[config.mk]
export PLATFORM = sky130hd
export DESIGN_NAME = imem_loader
export DESIGN_NICKNAME = d
export VERILOG_FILES = /design/src/rtl/imem_loader.sv
export SDC_FILE = /design/constraint.sdc
export NUM_CORES = 1
export LEC_CHECK = 0
export ABC_CLOCK_PERIOD_IN_PS = 5000
export CAP_MARGIN = 20
export CORE_MARGIN = 2
export CORE_UTILIZATION = 55
export CTS_CLUSTER_DIAMETER = 50
export DETAILED_ROUTE_END_ITERATION = 16
export GPL_ROUTABILITY_DRIVEN = 0
export PLACE_DENSITY = 0.85
export SLEW_MARGIN = 20
export SYNTH_ARGS = -nofsm -noshare
export SYNTH_HDL_FRONTEND = slang
export SYNTH_SLANG_ARGS = --single-unit
[constraint.sdc]
create_clock -name clk -period 5 [get_ports clk]
set_input_delay 0.5 -clock clk [delete_from_list [all_inputs] [get_ports clk]]
set_output_delay 0.5 -clock clk [all_outputs]
set_load 0.005 [all_outputs]
[src/rtl/imem_loader.sv]
// Boot loader for the instruction memory: unpacks a length-framed byte stream into big-endian
// 32-bit words, writes them from address 0 and releases the CPU only after a matching XOR checksum.
module imem_loader #(
  parameter int unsigned ADDR_W = 10,
  parameter int unsigned DEPTH  = 1024
) (
  input  logic              clk,
  input  logic              reset,
  input  logic              start,
  input  logic              rx_valid,
  input  logic [7:0]        rx_data,
  output logic              rx_ready,
  output logic              imem_we,
  output logic [ADDR_W-1:0] imem_addr,
  output logic [31:0]       imem_data,
  output logic              cpu_reset,
  output logic              done,
  output logic              error,
  output logic [ADDR_W:0]   words_loaded
);

  typedef enum logic [2:0] {
    StIdle,
    StLenHi,
    StLenLo,
    StData,
    StCheck,
    StDone,
    StErr
  } state_e;

  state_e              state_q, state_d;
  logic [7:0]          len_hi_q, len_hi_d;
  logic [ADDR_W:0]     len_q, len_d;
  logic [1:0]          byte_idx_q, byte_idx_d;
  logic [23:0]         asm_q, asm_d;
  logic [7:0]          xor_q, xor_d;
  logic                we_q, we_d;
  logic [ADDR_W-1:0]   addr_q, addr_d;
  logic [31:0]         data_q, data_d;
  logic [ADDR_W:0]     wl_q, wl_d;
  logic                rdy_q, rdy_d;
  logic                done_q, done_d;
  logic                err_q, err_d;
  logic                cpu_rst_q, cpu_rst_d;

  logic                xfer;
  logic [15:0]         len_full;
  logic [ADDR_W:0]     wl_inc;

  assign xfer     = rx_valid & rdy_q;
  assign len_full = {len_hi_q, rx_data};
  assign wl_inc   = wl_q + {{ADDR_W{1'b0}}, 1'b1};

  always_comb begin
    state_d    = state_q;
    len_hi_d   = len_hi_q;
    len_d      = len_q;
    byte_idx_d = byte_idx_q;
    asm_d      = asm_q;
    xor_d      = xor_q;
    we_d       = 1'b0;
    addr_d     = addr_q;
    data_d     = data_q;
    wl_d       = wl_q;

    unique case (state_q)
      StIdle, StDone, StErr: begin
        if (start) begin
          state_d    = StLenHi;
          wl_d       = '0;
          xor_d      = '0;
          byte_idx_d = '0;
        end
      end
      StLenHi: begin
        if (xfer) begin
          len_hi_d = rx_data;
          state_d  = StLenLo;
        end
      end
      StLenLo: begin
        if (xfer) begin
          if (32'(len_full) > DEPTH) begin
            state_d = StErr;
          end else if (len_full == 16'd0) begin
            state_d = StCheck;
          end else begin
            len_d   = len_full[ADDR_W:0];
            state_d = StData;
          end
        end
      end
      StData: begin
        if (xfer) begin
          xor_d      = xor_q ^ rx_data;
          byte_idx_d = byte_idx_q + 2'd1;
          asm_d      = {asm_q[15:0], rx_data};
          // Fourth byte completes a word; the write pulse appears next cycle.
          if (byte_idx_q == 2'd3) begin
            we_d   = 1'b1;
            addr_d = wl_q[ADDR_W-1:0];
            data_d = {asm_q, rx_data};
            wl_d   = wl_inc;
            if (wl_inc == len_q) begin
              state_d = StCheck;
            end
          end
        end
      end
      StCheck: begin
        if (xfer) begin
          state_d = (rx_data == xor_q) ? StDone : StErr;
        end
      end
      default: state_d = StIdle;
    endcase

    // Status outputs are registered from the next state so they line up with it.
    rdy_d     = (state_d == StLenHi) || (state_d == StLenLo) ||
                (state_d == StData)  || (state_d == StCheck);
    done_d    = (state_d == StDone);
    err_d     = (state_d == StErr);
    cpu_rst_d = (state_d != StDone);
  end

  always_ff @(posedge clk or negedge reset) begin
    if (!reset) begin
      state_q    <= StIdle;
      len_hi_q   <= '0;
      len_q      <= '0;
      byte_idx_q <= '0;
      asm_q      <= '0;
      xor_q      <= '0;
      we_q       <= 1'b0;
      addr_q     <= '0;
      data_q     <= '0;
      wl_q       <= '0;
      rdy_q      <= 1'b0;
      done_q     <= 1'b0;
      err_q      <= 1'b0;
      cpu_rst_q  <= 1'b1;
    end else begin
      state_q    <= state_d;
      len_hi_q   <= len_hi_d;
      len_q      <= len_d;
      byte_idx_q <= byte_idx_d;
      asm_q      <= asm_d;
      xor_q      <= xor_d;
      we_q       <= we_d;
      addr_q     <= addr_d;
      data_q     <= data_d;
      wl_q       <= wl_d;
      rdy_q      <= rdy_d;
      done_q     <= done_d;
      err_q      <= err_d;
      cpu_rst_q  <= cpu_rst_d;
    end
  end

  assign rx_ready     = rdy_q;
  assign imem_we      = we_q;
  assign imem_addr    = addr_q;
  assign imem_data    = data_q;
  assign cpu_reset    = cpu_rst_q;
  assign done         = done_q;
  assign error        = err_q;
  assign words_loaded = wl_q;

endmodule

==> impl_table.tex, run 1 <==
\begin{tabular}{lr}
\hline
Metric & Value \\
\hline
\multicolumn{2}{l}{\textbf{Clocking}} \\
Root cell of the clock tree & clkbuf\_8 \\
Clock transition at the registers of the reported paths & 0.06 ns \\
TritonCTS Buffers & 17 \\
Count of hold-fix buffers inserted at cts & 0 \\
Worst skew pair latency & 0.53 ns \\
\# clock sinks & 114 \\
Buffers inserted by post-CTS timing repair & 0 \\
CTS tree & yes \\
CTS H-tree lvls & 4 \\
Post-cts gate resize count & 0 \\
Number of buffers on the longest clock path & 2 \\
\multicolumn{2}{l}{\textbf{Setup path}} \\
Capturing instance or port of the critical path & words\_loaded[7] \\
Slowest cell delay on critical path & 0.70 ns \\
Worst setup path category & primary input to flop \\
Worst Reg-to-Reg Cells & 7 \\
Endpoint required time on the critical path & 5.39 ns \\
Worst reg2reg setup slack & 2.35 ns \\
Critical Path Sink Type & flop \\
Arrival time at the worst endpoint & 3.13 ns \\
Startpoint type of the worst setup path & primary input \\
Family of cells with the greatest summed delay on the critical path & compound AO/OA/AOI/OAI gates \\
Cell with the largest stage delay on the worst path & mux2i\_1 \\
Largest driver fanout on the critical path & 11 \\
Beginning of the worst register-to-register path & rx\_ready \\
Cell Chain, Critical Path & clkdlybuf4s50\_1 > nand2\_1 > nor2\_1 > a21oi\_1 > mux2i\_1 > o21ai\_1 > o21ai\_0 > o41ai\_1 \\
Depth of the critical timing path with buffers and inverters included & 8 \\
Launch point of the critical path & rx\_valid \\
Endpoint of the worst-slack reg-to-reg timing path & words\_loaded[7] \\
Buffering stage count on the worst path with inverters included & 1 \\
\multicolumn{2}{l}{\textbf{Cells and area}} \\
Area Overhead vs Synth & 26.88\% \\
Antenna fix cells & 0 \\
Proportion of layout cells with a drive suffix above 1 & 21.23\% \\
Net total in the final layout & 538 \\
\multicolumn{2}{l}{\textbf{Synthesis}} \\
Sequential-to-total area share from yosys stat & 56.10\% \\
Top area cells in the synthesized netlist & dfrtp\_1 56\%, mux2\_2 13\%, nand2\_1 7.4\% \\
Ys flop type & dfrtp\_1 \\
Number of unique standard cell types used by synthesis & 60 \\
Count of warnings emitted by yosys & 0 \\
Number of enable flip-flop cells after synthesis & 0 \\
Synth Net Count & 469 \\
Most numerous cell types in the synthesized netlist & 113 x dfrtp\_1, 100 x nand2\_1, 58 x mux2\_2, 38 x o21ai\_0, 17 x xnor2\_1 \\
Top-area cell type share of the netlist area & 55.58\% \\
Library cell with the highest instance count after synthesis & dfrtp\_1 \\
Average size of a mapped cell & 11.18 sq um \\
Library cell occupying the most area in the post-synthesis netlist & dfrtp\_1 \\
\#FFs+latches synth & 114 \\
Share of synthesized registers carrying an async set or reset & 100.0\% \\
Synthesized area & 5087 sq um \\
Cells after synthesis & 455 \\
\multicolumn{2}{l}{\textbf{Timing}} \\
Worst slack on hold paths & 0.002820 ns \\
Aggregate negative setup slack & 0 ns \\
Final slew viol count & 0 \\
Highest Clock Rate & 364.9 MHz \\
Final Hold Vio Count & 0 \\
Post-route worst setup slack & 2.259 ns \\
Total of endpoints with negative setup slack in the final report & 0 \\
Final clock skew & 0.006039 ns \\
Setup repair after global routing missed its margin & false \\
Least-Margin Pin Slew & 0.9705 ns \\
Period utilization & 54.81\% \\
Minimum period implied by the final worst setup slack & 2.741 ns \\
Relative max-transition margin & 34.76\% \\
\multicolumn{2}{l}{\textbf{Routing}} \\
\# DRC & 0 \\
DRC violation total after the first TritonRoute iteration & 224 \\
Via count & 3756 \\
Count of nets left with antenna violations after detail routing & 0 \\
Iteration count of the initial detailed-routing pass & 4 \\
Post-DR vias/cell & 5.796 \\
Per-cell routed wire length & 17.32 microns \\
Total length of routed wires & 11.23 mm \\
\multicolumn{2}{l}{\textbf{Power and ir drop}} \\
Internal portion of total power & 0.002582 W \\
Net load switching power & 0.001068 W \\
PwrDens & 565.4 nW/um\^{}2 \\
Static leakage power & 2.944 nW \\
Largest voltage drop on the vdd net & 318.4 uV \\
Share of total power in the clock network & 33.8\% \\
Share of total power in sequential cells & 40.6\% \\
Combinational power share & 25.6\% \\
Fraction of power spent switching nets & 29.26\% \\
\multicolumn{2}{l}{\textbf{GRT}} \\
Via count of the first global-routing pass & 3768 \\
Number of antenna violations at the first check in global routing & 0 \\
Overall fraction of global-route tracks in use & 24.38\% \\
Wire length of the first global-routing pass & 19.00 mm \\
Largest net degree at the start of global routing & 63 \\
Remaining global-route overflow & 0 \\
\multicolumn{2}{l}{\textbf{Floorplan}} \\
Height of the die & 100.2 microns \\
Std-Cell Rows & 35 \\
Core region area & 9109 sq um \\
Die width & 100.2 microns \\
Initial standard-cell utilization of the core & 55.85\% \\
Total Die Area & 10040 sq um \\
Num ports & 70 \\
\multicolumn{2}{l}{\textbf{Place}} \\
Pre-CTS setup slack & 1.722 ns \\
Number of input and output port buffers inserted & 69 \\
HPWL after DPL & 6.941 mm \\
\multicolumn{2}{l}{\textbf{Run}} \\
Max-cap violation count & 0 \\
\multicolumn{2}{l}{\textbf{Hold path}} \\
Worst hold path class & primary input to asynchronous set/reset pin \\
\multicolumn{2}{l}{\textbf{Run status}} \\
Run status & finished, final reports clean \\
\hline
\end{tabular}
## metrics by stage
step | cells | utilization (%) | total power [W] | instance area, sq um
4_1_cts | 648 | 70.87 | 0.003656 | 6455
3_5_place_dp | 616 | 64.20 | 0.002401 | 5848
2_1_floorplan | 455 | - | 0.001962 | 5087
5_1_grt | 648 | 70.87 | 0.003834 | 6455
3_3_place_gp | 616 | 64.20 | 0.002346 | 5848
6_report | 648 | 70.87 | 0.003650 | 6455
## final cells by class
cell class                 instances  area (sq um)
sequential                       114          2854
fill                             601          2654
multi-input combinational        311          2111
timing repair buffer              73         718.2
clock buffer                      19         421.7
clock inverter                    13         185.2
tap                              111         138.9
inverter                           7         26.28
## how the worst min path moves through the flow
stage,cells after the start,startpoint,slack [ns],end
floorplan,0,reset,0.20,asm_q[0]
global placement,2,asm_q[22],0.46,asm_q[22]
detailed placement,2,asm_q[22],0.46,asm_q[22]
CTS,1,reset,0.03,imem_data[8]
global route,1,reset,0.07,imem_data[24]
finish,1,reset,0.003,imem_data[8]
## state kept, by name, summed over array words and instances (netlist names)
signal	count
len_q	11
rx_ready	1
cpu_reset	1
done	1
imem_we	1
state_q	3
xor_q	8
byte_idx_q	2
error	1
words_loaded	11
asm_q	24
imem_data	32
imem_addr	10
len_hi_q	8
## placed cells by master (no fill, tap or decap), types with 2 or more instances in the layout
cell	count
a21oi_1	6
and2_2	2
buf_4	5
bufinv_16	4
clkbuf_1	2
clkbuf_16	16
clkdlybuf4s50_1	68
clkinv_2	2
clkinvlp_4	5
dfrtp_1	113
ha_1	2
inv_1	7
mux2_2	58
mux2i_1	2
nand2_1	99
nand2b_1	4
nand3_1	7
nand3b_1	2
nand4_1	4
nand4_2	2
nor2_1	12
nor2_2	2
nor2b_1	2
nor3_1	5
nor3b_1	2
nor4_1	2
o21a_1	2
o21ai_0	37
o21ai_1	2
o31ai_1	2
o41ai_1	3
or4_1	2
xnor2_1	17
xor2_1	5
## power groups by stage
stage	Clock, W	Sequential [W]	Combinational (W)
after CTS	0.00124	0.00148	0.000939
after global placement	0	0.00147	0.000878
after floorplan	0	0.00143	0.000537
after global routing	0.00128	0.00152	0.00103
final	0.00123	0.00148	0.000934
after detailed placement	0	0.00148	0.000917
## per-layer routing
layer  up-vias  track usage (%)  wire (microns)
met5         -                0               0
met4         0            9.589             179
met3        19            5.710             657
met2       144            38.82            5728
met1      1881            32.68            4660
li1       1712                -               -
## kinds of logic (layout without fill, tap and decap cells)
logic type | after synthesis | count (layout) | synth area share (%)
simple gates | 161 | 161 | 15.52
flops | 114 | 114 | 56.10
compound gates | 66 | 66 | 8.411
mux | 60 | 60 | 13.23
buf+inv | 30 | 112 | 2.460
xor+xnor | 22 | 22 | 3.787
fa+ha+maj | 2 | 2 | 0.4918
(Power assumes the default switching activity.)
==> inputs of run 2 (changes only) <==
ABC_CLOCK_PERIOD_IN_PS = 2400   (was 5000)
CORE_UTILIZATION = 49   (was 55)
PLACE_DENSITY = 0.8   (was 0.85)
clock period = 2.4 ns   (was 5 ns; I/O delays follow)
==> impl_table.tex, run 2 (same netlist as run 1, synthesis figures left out) <==
\begin{tabular}{lr}
\hline
Metric & Value \\
\hline
\multicolumn{2}{l}{\textbf{Setup path}} \\
Critical Path Sink Type & flop \\
Worst reg2reg setup slack & 0.17 ns (-2.18 ns) \\
Cell with the largest stage delay on the worst path & or4\_1 \\
Cell Chain, Critical Path & ha\_1 > nand4\_2 > or4\_1 > o2111ai\_2 > nor4\_4 > a21oi\_2 > nor3b\_2 > xnor2\_1 \\
Slowest cell delay on critical path & 0.59 ns (-0.11 ns) \\
Largest driver fanout on the critical path & 7 (-4) \\
Endpoint of the worst-slack reg-to-reg timing path & rx\_ready \\
Endpoint required time on the critical path & 2.80 ns (-2.59 ns) \\
Worst Reg-to-Reg Cells & 8 (+1) \\
Family of cells with the greatest summed delay on the critical path & simple AND/OR/NAND/NOR gates \\
Arrival time at the worst endpoint & 2.63 ns (-0.50 ns) \\
Beginning of the worst register-to-register path & words\_loaded[1] \\
Buffering stage count on the worst path with inverters included & 0 (-1) \\
Worst setup path category & flop to flop \\
Startpoint type of the worst setup path & flop \\
\multicolumn{2}{l}{\textbf{Clocking}} \\
TritonCTS Buffers & 17 (unchanged) \\
\# clock sinks & 114 (unchanged) \\
Worst skew pair latency & 0.53 ns (about the same) \\
Clock transition at the registers of the reported paths & 0.06 ns (about the same) \\
Root cell of the clock tree & clkbuf\_8 \\
Number of buffers on the longest clock path & 2 (unchanged) \\
CTS H-tree lvls & 4 (unchanged) \\
CTS tree & yes \\
\multicolumn{2}{l}{\textbf{Routing}} \\
\# DRC & 0 (unchanged) \\
Via count & 3797 (+1.1\%) \\
Total length of routed wires & 11.34 mm (+0.98\%) \\
Post-DR vias/cell & 5.471 (-5.6\%) \\
Count of nets left with antenna violations after detail routing & 0 (unchanged) \\
Per-cell routed wire length & 16.33 microns (-5.7\%) \\
DRC violation total after the first TritonRoute iteration & 234 (+4.5\%) \\
Iteration count of the initial detailed-routing pass & 5 (+1) \\
\multicolumn{2}{l}{\textbf{Timing}} \\
Highest Clock Rate & 449.0 MHz \\
Final Hold Vio Count & 0 (unchanged) \\
Setup repair after global routing missed its margin & false \\
Aggregate negative setup slack & 0 ns (unchanged) \\
Least-Margin Pin Slew & 0.5925 ns (-0.3779 ns) \\
Relative max-transition margin & 60.50\% (+26 points) \\
Period utilization & 92.79\% \\
Final slew viol count & 0 (unchanged) \\
Total of endpoints with negative setup slack in the final report & 0 (unchanged) \\
Minimum period implied by the final worst setup slack & 2.227 ns \\
Final clock skew & 0.01085 ns (+0.004810 ns) \\
\multicolumn{2}{l}{\textbf{Cells and area}} \\
Multi-input combinational cell area & 2122 sq um (+0.53\%) \\
Post-Route Utilization & 65.48\% (-5.4 points) \\
Number of inserted filler cells in the final layout & 763 (+27\%) \\
Number of flip-flops in the largest register & 32 (unchanged) \\
Proportion of layout cells with a drive suffix above 1 & 24.73\% (+3.5 points) \\
Area Overhead vs Synth & 31.09\% \\
Commonest cells after routing, fill and taps aside & 113 x dfrtp\_1, 99 x nand2\_1, 68 x clkdlybuf4s50\_1 \\
Antenna fix cells & 0 (unchanged) \\
Sequential cell area & 2854 sq um (unchanged) \\
Net total in the final layout & 559 (+3.9\%) \\
Most common cell after layout, fill and taps aside & dfrtp\_1 \\
\multicolumn{2}{l}{\textbf{Run status}} \\
Run status & finished, final reports clean \\
\multicolumn{2}{l}{\textbf{Power and ir drop}} \\
Overall power of the completed layout & 0.007539 W (+110\%) \\
Largest voltage drop on the vdd net & 625.0 uV (+96\%) \\
Net load switching power & 0.002258 W (+110\%) \\
Share of total power in the clock network & 32.6\% (-1.2 points) \\
PwrDens & 1131 nW/um\^{}2 (+100\%) \\
Internal portion of total power & 0.005282 W (+100\%) \\
Combinational power share & 26.3\% (+0.7 points) \\
Share of total power in sequential cells & 41.1\% (+0.5 points) \\
Fraction of power spent switching nets & 29.95\% (+0.69 points) \\
Static leakage power & 3.063 nW (+4.0\%) \\
\multicolumn{2}{l}{\textbf{Floorplan}} \\
Die width & 105.9 microns (+5.7\%) \\
Std-Cell Rows & 37 (+5.7\%) \\
Num ports & 70 (unchanged) \\
Total Die Area & 11210 sq um (+12\%) \\
Core region area & 10180 sq um (+12\%) \\
Height of the die & 105.9 microns (+5.7\%) \\
Initial standard-cell utilization of the core & 49.95\% (-5.9 points) \\
\multicolumn{2}{l}{\textbf{GRT}} \\
Via count of the first global-routing pass & 3833 (+1.7\%) \\
Largest net degree at the start of global routing & 48 (-24\%) \\
Wire length of the first global-routing pass & 19.09 mm (+0.47\%) \\
Number of antenna violations at the first check in global routing & 0 (unchanged) \\
Overall fraction of global-route tracks in use & 21.94\% (-2.4 points) \\
Remaining global-route overflow & 0 (unchanged) \\
\multicolumn{2}{l}{\textbf{Place}} \\
Number of input and output port buffers inserted & 69 (unchanged) \\
HPWL after DPL & 7.689 mm (+11\%) \\
\multicolumn{2}{l}{\textbf{Run}} \\
Max-cap violation count & 0 (unchanged) \\
\multicolumn{2}{l}{\textbf{Hold path}} \\
Worst hold path class & primary input to asynchronous set/reset pin \\
\hline
\end{tabular}
## run 2: metrics by stage
stage	setup WS, ns	area (sq um)	hold slack, ns	cells
finish	0.1730	6669	0.2674	694
global route	0.007615	6669	0.3134	694
CTS	0.1942	6658	0.2726	694
detailed placement	0.1054	6055	0.2846	661
global placement	0.1790	6055	0.2779	661
floorplan	0.2902	5087	-0.05559	455
## run 2: worst max-delay path by stage
stage	start	end	slack, ns	cells after the start
2_1_floorplan	words_loaded[0]	rx_ready	0.29	8
3_3_place_gp	rx_data[6]	rx_ready	0.18	7
3_5_place_dp	rx_valid	words_loaded[5]	0.11	9
4_1_cts	words_loaded[1]	rx_ready	0.19	8
5_1_grt	words_loaded[1]	rx_ready	0.008	8
6_report	words_loaded[1]	rx_ready	0.17	8
## run 2: what timing repair did
| action | CTS | global route |
|---|---|---|
| setup endpoints to repair | 0 | 2 |
| resized for setup | 0 | 3 |
| hold endpoints to repair | 44 | 0 |
| hold buffers | 1 | 0 |
| buffers inserted | 0 | 0 |
## run 2: layout make-up
| type | instances | share of cell area [%] |
|---|---|---|
| Clock buffer | 19 | 6.623 |
| Clock inverter | 13 | 2.270 |
| Inverter | 7 | 0.3940 |
| Multi-Input combinational cell | 311 | 31.82 |
| Sequential cell | 114 | 42.80 |
| Tap cell | 136 | 2.552 |
| Timing Repair Buffer | 94 | 13.55 |
## run 2: power groups by stage
stage	clock network [W]	logic, W	registers, W
2_1_floorplan	0	0.00112	0.00297
3_3_place_gp	0	0.00190	0.00308
3_5_place_dp	0	0.00196	0.00312
4_1_cts	0.00249	0.00199	0.00309
5_1_grt	0.00259	0.00219	0.00319
6_report	0.00246	0.00198	0.00310
## run 2: metal layers
metal,track usage [%],part of all wire [%],vias to the layer above
li1,-,-,1760
met1,28.34,43,1878
met2,34.75,49,130
met3,5.763,5.2,29
met4,10.34,2.4,0
met5,0,0,-
==> inputs of run 3 (changes only) <==
ABC_CLOCK_PERIOD_IN_PS = 2700   (was 2400)
CAP_MARGIN = 10   (was 20)
CORE_UTILIZATION = 47   (was 49)
PLACE_DENSITY = 0.75   (was 0.8)
clock period = 2.7 ns   (was 2.4 ns; I/O delays follow)
==> impl_table.tex, run 3 (same netlist as run 1, synthesis figures left out) <==
\begin{tabular}{lr}
\hline
Metric & Value \\
\hline
\multicolumn{2}{l}{\textbf{Cells and area}} \\
Area Overhead vs Synth & 30.00\% \\
Final cell area excluding filler cells & 6614 sq um (-0.83\%) \\
Antenna fix cells & 0 (unchanged) \\
Number of flip-flops in the largest register & 32 (unchanged) \\
Commonest cells after routing, fill and taps aside & 113 x dfrtp\_1, 99 x nand2\_1, 68 x clkdlybuf4s50\_1 \\
Sequential cell area & 2854 sq um (unchanged) \\
Number of inserted filler cells in the final layout & 818 (+7.2\%) \\
Most common cell after layout, fill and taps aside & dfrtp\_1 \\
Post-Route Utilization & 63.50\% (-2.0 points) \\
Proportion of layout cells with a drive suffix above 1 & 23.27\% (-1.5 points) \\
Net total in the final layout & 551 (-1.4\%) \\
Multi-input combinational cell area & 2111 sq um (-0.53\%) \\
\multicolumn{2}{l}{\textbf{Routing}} \\
\# DRC & 0 (unchanged) \\
DRC violation total after the first TritonRoute iteration & 194 (-17\%) \\
Iteration count of the initial detailed-routing pass & 5 (unchanged) \\
Via count & 3815 (+0.47\%) \\
Total length of routed wires & 11.55 mm (+1.9\%) \\
Post-DR vias/cell & 5.561 (+1.6\%) \\
Count of nets left with antenna violations after detail routing & 0 (unchanged) \\
Per-cell routed wire length & 16.83 microns (+3.0\%) \\
\multicolumn{2}{l}{\textbf{Setup path}} \\
Cell with the largest stage delay on the worst path & dfrtp\_1 \\
Endpoint required time on the critical path & 3.14 ns (+0.34 ns) \\
Arrival time at the worst endpoint & 2.81 ns (+0.18 ns) \\
Largest driver fanout on the critical path & 7 (unchanged) \\
Family of cells with the greatest summed delay on the critical path & simple AND/OR/NAND/NOR gates \\
Buffering stage count on the worst path with inverters included & 0 (unchanged) \\
Worst reg2reg setup slack & 0.33 ns (+0.16 ns) \\
Cell Chain, Critical Path & ha\_1 > nand4b\_1 > a2111oi\_0 > nand4\_1 > nor4\_4 > a21oi\_2 > nor3b\_2 > xnor2\_1 \\
Critical Path Sink Type & flop \\
Worst setup path category & flop to flop \\
Slowest cell delay on critical path & 0.45 ns (-0.14 ns) \\
Startpoint type of the worst setup path & flop \\
\multicolumn{2}{l}{\textbf{Timing}} \\
Post-route worst setup slack & 0.3298 ns (+0.1568 ns) \\
Period utilization & 87.79\% (-5.0 points) \\
Final clock skew & 0.006025 ns (-0.004824 ns) \\
Setup repair after global routing missed its margin & false \\
Highest Clock Rate & 421.9 MHz (-6.0\%) \\
Aggregate negative setup slack & 0 ns (unchanged) \\
Total of endpoints with negative setup slack in the final report & 0 (unchanged) \\
Least-Margin Pin Slew & 0.7076 ns (+0.1151 ns) \\
Minimum period implied by the final worst setup slack & 2.370 ns (+0.1432 ns) \\
Final slew viol count & 0 (unchanged) \\
Relative max-transition margin & 52.83\% (-7.7 points) \\
Final Hold Vio Count & 0 (unchanged) \\
\multicolumn{2}{l}{\textbf{Clocking}} \\
Clock transition at the registers of the reported paths & 0.06 ns (about the same) \\
CTS tree & yes \\
TritonCTS Buffers & 17 (unchanged) \\
Number of buffers on the longest clock path & 2 (unchanged) \\
CTS H-tree lvls & 4 (unchanged) \\
Root cell of the clock tree & clkbuf\_8 \\
Worst skew pair latency & 0.52 ns (about the same) \\
\# clock sinks & 114 (unchanged) \\
Buffers inserted by post-CTS timing repair & 0 (unchanged) \\
\multicolumn{2}{l}{\textbf{Run status}} \\
Run status & finished, final reports clean \\
\multicolumn{2}{l}{\textbf{Place}} \\
Number of input and output port buffers inserted & 69 (unchanged) \\
HPWL after DPL & 7.654 mm (-0.46\%) \\
Instance area after placement & 6007 sq um (-0.79\%) \\
Pre-CTS setup slack & 0.2982 ns (+0.1928 ns) \\
\multicolumn{2}{l}{\textbf{Power and ir drop}} \\
Largest voltage drop on the vdd net & 525.2 uV (-16\%) \\
Fraction of power spent switching nets & 29.83\% (-0.12 points) \\
Net load switching power & 0.002010 W (-11\%) \\
Combinational power share & 26.5\% (+0.2 points) \\
Static leakage power & 3.017 nW (-1.5\%) \\
PwrDens & 1019 nW/um\^{}2 (-9.9\%) \\
Share of total power in sequential cells & 40.7\% (-0.4 points) \\
Internal portion of total power & 0.004728 W (-10\%) \\
Share of total power in the clock network & 32.8\% (+0.2 points) \\
\multicolumn{2}{l}{\textbf{Floorplan}} \\
Num ports & 70 (unchanged) \\
Die width & 108.0 microns (+2.0\%) \\
Height of the die & 108.0 microns (+2.0\%) \\
Total Die Area & 11670 sq um (+4.1\%) \\
Core region area & 10420 sq um (+2.3\%) \\
Initial standard-cell utilization of the core & 48.84\% (-1.1 points) \\
Std-Cell Rows & 37 (unchanged) \\
\multicolumn{2}{l}{\textbf{GRT}} \\
Remaining global-route overflow & 0 (unchanged) \\
Number of antenna violations at the first check in global routing & 0 (unchanged) \\
Overall fraction of global-route tracks in use & 21.60\% (-0.34 points) \\
Via count of the first global-routing pass & 3849 (+0.42\%) \\
Largest net degree at the start of global routing & 56 (+17\%) \\
Wire length of the first global-routing pass & 19.20 mm (+0.58\%) \\
\multicolumn{2}{l}{\textbf{Run}} \\
Max-cap violation count & 0 (unchanged) \\
\multicolumn{2}{l}{\textbf{Hold path}} \\
Worst hold path class & primary input to asynchronous set/reset pin \\
\hline
\end{tabular}
## run 3: area by class of cell
| class | instances | area share [%] |
|---|---|---|
| flip-flops and latches | 114 | 43.15 |
| multi-input cells | 311 | 31.91 |
| repair buffers | 86 | 12.94 |
| clock buffers | 21 | 7.094 |
| well taps | 136 | 2.573 |
| clock inverters | 11 | 1.930 |
| inverters | 7 | 0.3973 |
## run 3: path summary, 6_finish.rpt
check	startpoint	endpoint	cells past startpoint
min in group clk	asm_q[20]	asm_q[20]	2
max in group asynchronous	reset	imem_data[13]	3
hold / removal	reset	imem_data[9]	2
hold reg to reg	asm_q[20]	asm_q[20]	2
setup / recovery	words_loaded[0]	rx_ready	8
setup reg to reg	words_loaded[0]	rx_ready	8
## run 3: worst reg2reg max path, delay by kind of cell (launching register included)
kind                     cells  cell delay (ns)
AO/OA/AOI/OAI                2             0.53
XOR/XNOR                     1             0.14
adder cells (fa/ha/maj)      1             0.29
flip-flops                   1             0.45
AND/OR/NAND/NOR              4             0.88
## run 3: metrics by stage
stage	total power (W)	hold slack [ns]	std cells
6_report	0.006738	0.3391	686
2_1_floorplan	0.003634	-0.02559	455
3_3_place_gp	0.004436	0.3605	653
5_1_grt	0.007081	0.4203	686
3_5_place_dp	0.004526	0.3594	653
4_1_cts	0.006774	0.3521	686
## run 3: what timing repair did
action,CTS,global route
endpoints found under the hold margin,52,0
resized for setup,0,0
hold buffers,1,0
## run 3: layer usage
metal  global-route usage [%]  up-vias  part of all wire, %
li1                         -     1754                    -
met1                    28.07     1896                   43
met2                    35.04      142                   50
met3                    4.581       23                  5.3
met4                    9.524        0                  2.2
met5                        0        -                    0
## run 3: power groups by stage
stage | combinational (W) | clock [W] | sequential (W)
after detailed placement | 0.00176 | 0 | 0.00277
after floorplan | 0.000994 | 0 | 0.00264
after CTS | 0.00180 | 0.00222 | 0.00275
after global placement | 0.00170 | 0 | 0.00274
final | 0.00178 | 0.00221 | 0.00275
after global routing | 0.00195 | 0.00230 | 0.00283
